$ cat src/rtl/melody_pkg.sv
// melody_pkg: shared FSM encoding, song-table entry layout and the
// pitch-to-key decode used by the melody sequencer and its song ROM.
package melody_pkg;

   // Sequencer states
   typedef enum logic [2:0] {
      S_IDLE = 3'd0,
      S_LOAD = 3'd1,
      S_NOTE = 3'd2,
      S_GAP  = 3'd3,
      S_DONE = 3'd4
   } state_e;

   // Song-table entry layout: {pitch[6:3], beats[2:0]}
   localparam int PITCH_W   = 4;
   localparam int BEATS_W   = 3;
   localparam int ENTRY_W   = PITCH_W + BEATS_W;
   localparam int PITCH_LSB = BEATS_W;
   localparam int BEATS_LSB = 0;
   localparam int KEYS_W    = 8;

   typedef logic [PITCH_W-1:0] pitch_t;
   typedef logic [BEATS_W-1:0] beats_t;
   typedef logic [ENTRY_W-1:0] entry_t;
   // Key vector is indexed the way the tone generator numbers its keys:
   // bit 0 = C1 (leftmost) ... bit 7 = C2.
   typedef logic [0:KEYS_W-1]  keys_t;

   localparam pitch_t PITCH_REST = 4'd0;
   localparam pitch_t PITCH_END  = 4'd15;

   // Pack a pitch and a beat count into one table entry.
   function automatic entry_t make_entry(input pitch_t pitch, input beats_t beats);
      return {pitch, beats};
   endfunction

   // Pitch 1..8 lights exactly one key; rests (0, 9..14) and END give silence.
   function automatic keys_t decode_pitch(input pitch_t pitch);
      keys_t onehot;
      case (pitch)
         4'd1:    onehot = 8'b1000_0000;
         4'd2:    onehot = 8'b0100_0000;
         4'd3:    onehot = 8'b0010_0000;
         4'd4:    onehot = 8'b0001_0000;
         4'd5:    onehot = 8'b0000_1000;
         4'd6:    onehot = 8'b0000_0100;
         4'd7:    onehot = 8'b0000_0010;
         4'd8:    onehot = 8'b0000_0001;
         default: onehot = '0;
      endcase
      return onehot;
   endfunction

endpackage

$ cat src/rtl/melody_rom.sv
// melody_rom: fixed song table, read combinationally at addr.
// Every index not listed below holds the END marker.
module melody_rom
   import melody_pkg::*;
#(
   parameter int IW = 5
) (
   input  logic [IW-1:0] addr,
   output entry_t        entry
);

   // Song contents: C1 x2, E1 x1, rest x1, C1 x1, END ...
   always_comb begin
      // NOTE: every always_comb output gets a default before any branch so no latch is inferred.
      entry = make_entry(PITCH_END, 3'd0);
      case (addr)
         IW'(0):  entry = make_entry(4'd1, 3'd2);
         IW'(1):  entry = make_entry(4'd3, 3'd1);
         IW'(2):  entry = make_entry(PITCH_REST, 3'd1);
         IW'(3):  entry = make_entry(4'd1, 3'd1);
         default: ;
      endcase
   end

endmodule

$ cat src/rtl/melody_seq.sv
// melody_seq: autoplay melody sequencer feeding the square-wave tone
// generator's one-hot key vector. Steps through melody_rom, holds each note
// for beats x BEAT_DIV cycles, then inserts GAP_CYC silent cycles.
// Optional build macro MELODY_TEMPO_EN adds a tempo[1:0] input that shortens
// the beat to BEAT_DIV >> tempo (BEAT_DIV must then be >= 16).
module melody_seq
   import melody_pkg::*;
#(
   parameter int BEAT_DIV = 1000,   // clk cycles per beat, >= 2
   parameter int GAP_CYC  = 50,     // silent cycles between notes, >= 1
   parameter int SONG_LEN = 32      // song-table depth
) (
   input  logic                        clk,
   input  logic                        reset,     // asynchronous, active low
   input  logic                        start,
   input  logic                        stop,
   input  logic                        loop_en,
`ifdef MELODY_TEMPO_EN
   input  logic [1:0]                  tempo,
`endif
   output logic [0:7]                  keys_out,
   output logic                        playing,
   output logic [$clog2(SONG_LEN)-1:0] note_idx,
   output logic                        done
);

   localparam int IW = $clog2(SONG_LEN);
   localparam int PW = $clog2(BEAT_DIV);
   // +1 keeps the gap counter at least one bit wide when GAP_CYC = 1.
   localparam int GW = $clog2(GAP_CYC + 1);

   localparam logic [IW-1:0] IDX_LAST = IW'(SONG_LEN - 1);
   localparam logic [GW-1:0] GAP_MAX  = GW'(GAP_CYC - 1);

   state_e          state_q, state_d;
   logic [IW-1:0]   idx_q, idx_d;
   logic [PW-1:0]   presc_q, presc_d;
   beats_t          beat_q, beat_d;
   logic [GW-1:0]   gap_q, gap_d;
   keys_t           keys_q, keys_d;
`ifdef MELODY_TEMPO_EN
   logic [1:0]      tempo_q, tempo_d;
`endif

   entry_t          entry;
   pitch_t          rom_pitch;
   beats_t          rom_beats;
   logic [PW-1:0]   beat_max;
   logic            is_end;
   logic            beat_wrap;
   logic            beat_last;
   logic            gap_last;
   logic            idx_last;
   logic            idx_zero;

   melody_rom #(.IW(IW)) u_rom (
      .addr  (idx_q),
      .entry (entry)
   );

   assign rom_pitch = entry[PITCH_LSB +: PITCH_W];
   assign rom_beats = entry[BEATS_LSB +: BEATS_W];
   assign is_end    = (rom_pitch == PITCH_END);

   // Last prescaler count of one beat; with tempo the beat is BEAT_DIV >> tempo.
`ifdef MELODY_TEMPO_EN
   assign beat_max  = PW'((BEAT_DIV >> tempo_q) - 1);
`else
   assign beat_max  = PW'(BEAT_DIV - 1);
`endif

   assign beat_wrap = (presc_q == beat_max);
   assign beat_last = (beat_q == 3'd1);
   assign gap_last  = (gap_q == GAP_MAX);
   assign idx_last  = (idx_q == IDX_LAST);
   assign idx_zero  = (idx_q == '0);

   // State register
   always_ff @(posedge clk or negedge reset) begin
      if (!reset) begin
         // NOTE: sequential state uses <= so every flop samples pre-edge values.
         state_q <= S_IDLE;
      end else begin
         state_q <= state_d;
      end
   end

   // Next-state logic; stop overrides everything, including a simultaneous start.
   always_comb begin
      state_d = state_q;
      if (stop) begin
         state_d = S_IDLE;
      end else begin
         case (state_q)
            S_IDLE: begin
               if (start) state_d = S_LOAD;
            end
            S_LOAD: begin
               if (is_end) begin
                  // END at index 0 means an empty song: never loop on it.
                  state_d = (loop_en && !idx_zero) ? S_LOAD : S_DONE;
               end else begin
                  state_d = S_NOTE;
               end
            end
            S_NOTE: begin
               if (beat_wrap && beat_last) state_d = S_GAP;
            end
            S_GAP: begin
               if (gap_last) state_d = (idx_last && !loop_en) ? S_DONE : S_LOAD;
            end
            S_DONE: begin
               state_d = S_IDLE;
            end
            default: state_d = S_IDLE;
         endcase
      end
   end

   // Datapath next values: note index, beat timing, gap timing and registered keys.
   always_comb begin
      idx_d   = idx_q;
      presc_d = presc_q;
      beat_d  = beat_q;
      gap_d   = gap_q;
      keys_d  = '0;
`ifdef MELODY_TEMPO_EN
      tempo_d = tempo_q;
`endif
      if (!stop) begin
         case (state_q)
            S_IDLE: begin
               if (start) idx_d = '0;
            end
            S_LOAD: begin
               if (is_end) begin
                  if (loop_en && !idx_zero) idx_d = '0;
               end else begin
                  beat_d  = (rom_beats == 3'd0) ? 3'd1 : rom_beats;
                  presc_d = '0;
                  // Registered here so the key is valid on the very first NOTE cycle.
                  keys_d  = decode_pitch(rom_pitch);
`ifdef MELODY_TEMPO_EN
                  tempo_d = tempo;
`endif
               end
            end
            S_NOTE: begin
               keys_d = keys_q;
               if (beat_wrap) begin
                  presc_d = '0;
                  beat_d  = beat_q - 3'd1;
                  if (beat_last) begin
                     keys_d = '0;
                     gap_d  = '0;
                  end
               end else begin
                  presc_d = presc_q + PW'(1);
               end
            end
            S_GAP: begin
               if (gap_last) begin
                  gap_d = '0;
                  if (idx_last) begin
                     if (loop_en) idx_d = '0;
                  end else begin
                     idx_d = idx_q + IW'(1);
                  end
               end else begin
                  gap_d = gap_q + GW'(1);
               end
            end
            default: ;
         endcase
      end
   end

   // Datapath registers
   always_ff @(posedge clk or negedge reset) begin
      if (!reset) begin
         idx_q   <= '0;
         presc_q <= '0;
         beat_q  <= '0;
         gap_q   <= '0;
         keys_q  <= '0;
`ifdef MELODY_TEMPO_EN
         tempo_q <= '0;
`endif
      end else begin
         idx_q   <= idx_d;
         presc_q <= presc_d;
         beat_q  <= beat_d;
         gap_q   <= gap_d;
         keys_q  <= keys_d;
`ifdef MELODY_TEMPO_EN
         tempo_q <= tempo_d;
`endif
      end
   end

   // Status outputs decoded from the current state
   always_comb begin
      playing = 1'b0;
      done    = 1'b0;
      case (state_q)
         S_LOAD, S_NOTE, S_GAP: playing = 1'b1;
         S_DONE:                done    = 1'b1;
         default: ;
      endcase
   end

   assign keys_out = keys_q;
   assign note_idx = idx_q;

endmodule

$ cat config.mk
export PLATFORM = sky130hd
export DESIGN_NAME = melody_seq
export DESIGN_NICKNAME = d
export VERILOG_FILES = /design/src/rtl/melody_pkg.sv /design/src/rtl/melody_rom.sv /design/src/rtl/melody_seq.sv
export SDC_FILE = /design/constraint.sdc
export NUM_CORES = 1
export LEC_CHECK = 0
export CAP_MARGIN = 25
export CORE_MARGIN = 2
export CORE_UTILIZATION = 35
export CTS_CLUSTER_DIAMETER = 100
export CTS_CLUSTER_SIZE = 16
export DETAILED_ROUTE_END_ITERATION = 6
export HOLD_SLACK_MARGIN = 0.15
export PLACE_DENSITY = 0.6
export SETUP_SLACK_MARGIN = 0.05
export SLEW_MARGIN = 5
export SYNTH_ARGS = -nofsm -noshare
export SYNTH_HDL_FRONTEND = slang
export SYNTH_HIERARCHICAL = 1
export SYNTH_SLANG_ARGS = --single-unit
export TNS_END_PERCENT = 100
$ cat constraint.sdc
create_clock -name clk -period 4.9 [get_ports clk]
set_clock_uncertainty 0.05 [all_clocks]
set_input_delay 0.49 -clock clk [delete_from_list [all_inputs] [get_ports clk]]
set_output_delay 0.49 -clock clk [all_outputs]
set_load 0.005 [all_outputs]
Word level (Yosys, flattened, before mapping)
Memories as Yosys holds them, arrays and structs flattened.
Cells that the tools add are included.
- register bits after elaboration: 35
- bits in read-only memories: 128
- input bits: 5
- word-level logic and storage cells: 89
- memories kept: 1
- $add $sub $neg: 4
- equal/unequal tests: 25
- muxes and demuxes: 34
- bitwise operators: 1
- reductions and logical operators: 18
- memories (memory ; words ; width ; rd ports ; clocked after Yosys merged registers in ; write ports ; line ; text):
    (name not given) ; 16 ; 8 ; 1 ; 0 ; 0 ; melody_pkg.sv:40 ; case (pitch)
- operators by type and width (cell ; number):
    8-bit 2-to-1 mux ; 4
    3-bit 2-to-1 mux ; 10
    5-bit 2-to-1 mux ; 6
    7-bit one-hot mux with 4 select lines ; 1
    10-bit 2-to-1 mux ; 2
    10-bit one-hot mux with 2 select lines ; 1
    6-bit 2-to-1 mux ; 3
    3-bit inequality test (second input constant) ; 6
    8-bit one-hot mux with 2 select lines ; 1
    5-bit one-hot mux with 3 select lines ; 1
    2-bit inequality test (second input constant) ; 7
    3-bit one-hot mux with 4 select lines ; 1
    6-bit one-hot mux with 2 select lines ; 1
    10-bit by 1-bit adder with 10-bit output (second input constant) ; 1
    10-bit equality test (second input constant) ; 1
    5-bit by 2-bit equality test with 1-bit output (second input constant) ; 2
    4-bit AND reduction ; 2
    7-bit AND reduction ; 1
    6-bit by 1-bit adder with 6-bit output (second input constant) ; 1
    3-bit by 1-bit equality test with 1-bit output (second input constant) ; 2
    3-bit by 2-bit equality test with 1-bit output (second input constant) ; 2
    6-bit equality test (second input constant) ; 1
    3-bit zero test ; 2
    3-bit one-hot mux with 2 select lines ; 1
    other kinds (16) ; 22

Longest topological paths before layout
- depth after elaboration: 7
- gate-level depth with buffers: 8
- gate-level depth less buffers: 8

Hierarchy
The synthesis kept the hierarchy.
- modules (own cells, without submodules) (module ; times used ; cells an instance ; area each (µm²) ; seq. area each (µm²)):
    melody_seq ; 1 ; 214 ; 1999.4 ; 875.8
    melody_rom ; 1 ; 11 ; 63.8 ; 0.0

Worst setup path before layout
No wires, ideal clock.
- path type: register to register
- start: reg presc_q[0]
- end: reg gap_q[4]
- setup time: 81 ps
- arrival: 1906 ps
- path slack: 2863 ps
- cell stages (with the launch flop): 8
- buffers on the path: 1
- path through: dfrtp_1 -> ha_1 -> and4_4 -> a31oi_4 -> or3_1 -> buf_6 -> or4_4 -> o211ai_2
- cells in the longest elaborated chain, start to end: 3
- ends and longest elaborated chain (element ; line ; text):
    start: declaration ; melody_seq.sv:37 ; logic [PW-1:0] presc_q, presc_d;
    start signal: assignment ; melody_seq.sv:191 ; presc_q <= presc_d;
    10-bit equality test ; melody_seq.sv:72 ; assign beat_wrap = (presc_q == beat_max);
    2-bit inequality test (no line) ; - ;
    4-bit AND reduction (no line) ; - ;
    end signal: assignment ; melody_seq.sv:193 ; gap_q <= gap_d;
    end: declaration ; melody_seq.sv:39 ; logic [GW-1:0] gap_q, gap_d;
Every way passes these cells.
A chain may end at the register's enable or synchronous reset.

Worst setup path in the final report
- start: in stop
- end: reg gap_q[4]
- cells in the longest elaborated chain, start to end: 2
- ends and longest elaborated chain (element ; line ; text):
    start: declaration ; melody_seq.sv:16 ; input logic stop,
    1-bit NOT (no line) ; - ;
    4-bit AND reduction (no line) ; - ;
Every way passes these cells.

==> results.py <==
metrics = {
    "run_status": {
        "status": "completed",
    },
    "routing": {
        "wl_um": 4310,
        "first_pass_iters": 4,
        "wl_per_cell_um": 13.55,
        "num_vias": 1663,
        "drt_iter0_drc": 100,
        "route.detailed.drc": 0,
        "vias_per_cell": 5.230,
        "ant_nets": 0,
    },
    "floorplan": {
        "core_sq_um": 5608,
        "die_y_um": 80.78,
        "ios": 20,
        "dieArea_sq_um": 6525,
        "rows": 27,
        "die_w_um": 80.78,
        "initial_core_util": 0.3679,
    },
    "clock_network": {
        "cts.sinks": 35,
        "cts_htree_levels": 2,
        "cts_tree": "yes",
        "ctsResizeCount": 0,
        "clkTransAtPathRegs_ns": 0.08,
        "cts_buffers": 5,
        "clk_latency_ns": 0.29,
        "postCtsHoldBufs": 0,
        "cts-root-buf": "clkbuf_8",
        "postCtsSetupBuffers": 0,
        "cts_buffer_depth": 2,
    },
    "worst_setup_path": {
        "required_ns": 5.07,
        "startpoint": "stop",
        "cp-endpoint": "gap_q[4]",
        "crit_type": "in2reg",
        "start_kind": "input port",
        "rr_worst_depth": 7,
        "cp.arrival_ns": 2.57,
        "reg2reg_from": "note_idx[4]",
        "path_max_fanout": 12,
        "r2r_end": "beat_q[0]",
        "endpoint_kind": "flop",
        "r2r_slack_ns": 2.64,
    },
    "pwr": {
        "power.density_nw_per_um2": 316.2,
        "p_sw_mw": 0.2184,
        "pwr-share-comb": 0.188,
        "seq_power_share": 0.456,
        "leakagePower_nw": 1.008,
        "clockPowerShare": 0.355,
        "internal-power_mw": 0.5479,
        "switching_share": 0.2850,
        "ir_drop_v": 0.0001181,
    },
    "layout": {
        "n_fill_cell": 586,
        "fin_cells": 318,
        "final_cell_mix": "dfrtp_1, nand2_1, o21ai_0, nor2_1, clkdlybuf4s50_1",
        "n_antenna_cell": 0,
        "final_layout_size_suffix_gt1_frac": 0.1138,
        "multiInputGateArea_sq_um": 1109,
        "num-nets-final": 258,
        "final_common_cell": "dfrtp_1",
        "areaGrowthSynthToFinish_pct": 17.46,
        "seq_area_sq_um": 875.8,
    },
    "timing": {
        "hold_viol_final": 0,
        "final.min_clock_period_ns": 2.405,
        "setup_viol": 0,
        "final.period_utilization": 0.4909,
        "tns_ns": 0,
        "timing.fmax_mhz": 415.7,
        "relSlewSlack": 0.6324,
        "tightest_slew_ns": 0.5502,
        "slew_violations": 0,
        "rsz0062_at_grt": "no",
    },
    "yosys": {
        "ys_seq_area_frac": 0.4245,
        "synthTopCellsByArea": "dfrtp_1, o21ai_0, ha_1",
        "synth_cell_types": 55,
        "yosys_warnings": 6,
        "synth_area_sq_um": 2063,
        "synth-edff-count": 0,
        "synthDominantAreaCellType": "dfrtp_1",
        "synth_nets": 238,
        "syn_inst": 225,
        "avgSynthCellArea_sq_um": 9.170,
        "async_flop_share": 1.000,
        "synth_top_flop_cell": "dfrtp_1",
        "ys_ff_latch": 35,
        "synth_top_area_frac": 0.4245,
    },
    "placed_design": {
        "place.gp.congestion": 0.7889,
        "dp_cells": 310,
        "dp_hpwl_um": 3095,
        "portBuffers": 19,
    },
    "global_route": {
        "grt_first_pass_wirelength_um": 7665,
        "grt_start_max_net_pins": 36,
        "antenna_found_initial": 0,
        "grt_use_total": 0.1526,
        "grt_pass1_vias": 1650,
        "grt-ovfl-total": 0,
    },
    "flow_run": {
        "maxCapViolations": 0,
    },
    "worst_hold_path": {
        "min_path_type": "reg2reg",
    },
}
cells in the mapped netlist (2+ instances only):
master / count
o21ai_0: 22
xnor2_1: 2
nand2_1: 23
nor2b_1: 5
nor2_1: 20
dfrtp_1: 35
nor3_1: 6
nand4_1: 4
inv_1: 8
nor3b_1: 2
buf_4: 2
nand3_1: 11
a31oi_1: 6
nor3_2: 2
buf_2: 3
ha_1: 8
and2_1: 3
nand4b_1: 2
a22o_1: 3
a21oi_1: 7
nand2b_1: 5
or2_2: 2
o31ai_1: 5
nand3b_1: 4
and3_1: 4
and3_2: 2
sequential cells by signal, summed over array words and instances (netlist names):
name	count
beat_q	3
gap_q	6
keys_out	8
note_idx	5
presc_q	10
state_q	3
power by group through the flow:
stage	Combinational [mW]	Sequential, mW	Clock, mW
2_1_floorplan	0.109	0.345	0
3_3_place_gp	0.142	0.355	0
3_5_place_dp	0.145	0.355	0
4_1_cts	0.146	0.350	0.283
5_1_grt	0.164	0.356	0.297
6_report	0.144	0.350	0.272
kinds of logic (layout without fill, tap and decap cells):
group           Yosys count  after routing  synth area share
simple gates            108            108            0.2984
compound gates           54             54            0.1747
fa+ha+maj                 8              8           0.04852
xor+xnor                  2              2          0.008492
buf+inv                  16             37           0.03820
mux                       1              1          0.005457
flops                    35             35            0.4245
other cells               1              1          0.001818
per-stage QoR:
step / hold WS (ns) / util / setup slack, ns / power [mW] / instance area [sq um]
3_5_place_dp: 0.4130 / 0.4112 / 2.212 / 0.5000 / 2306
6_report: 0.4266 / 0.4322 / 2.495 / 0.7663 / 2424
2_1_floorplan: 0.1444 / - / 2.863 / 0.4539 / 2063
5_1_grt: 0.4493 / 0.4322 / 2.274 / 0.8169 / 2424
3_3_place_gp: 0.4086 / 0.4112 / 2.235 / 0.4968 / 2306
4_1_cts: 0.4265 / 0.4322 / 2.519 / 0.7784 / 2424
worst min-delay path by stage:
stage | from | to | slack (ns) | cells after the start
final | keys_out[7] | keys_out[7] | 0.43 | 2
after global routing | keys_out[7] | keys_out[7] | 0.45 | 2
after CTS | presc_q[9] | presc_q[9] | 0.43 | 1
after detailed placement | keys_out[7] | keys_out[7] | 0.41 | 2
after global placement | keys_out[7] | keys_out[7] | 0.41 | 2
after floorplan | reset | beat_q[0] | 0.14 | 0
worst max-delay path: stages:
cell             delay, ns
clkdlybuf4s50_1       0.60
nor2_1                0.27
nand2_1               0.07
or3_1                 0.53
or4_4                 0.53
o211ai_2              0.08
cell type report:
cell class / count / area share
timing repair buffer: 20 / 0.08157
multi-input combinational: 174 / 0.4574
tap: 72 / 0.03717
sequential: 35 / 0.3614
inverter: 9 / 0.01394
clock inverter: 2 / 0.01446
clock buffer: 6 / 0.03407
routing by layer:
layer | GRT usage | routed length, um
met3 | 0.03111 | 135
met5 | 0 | 0
met4 | 0.05593 | 57
met1 | 0.2031 | 2187
met2 | 0.2467 | 1930
Power figures use the tool's default switching activity.
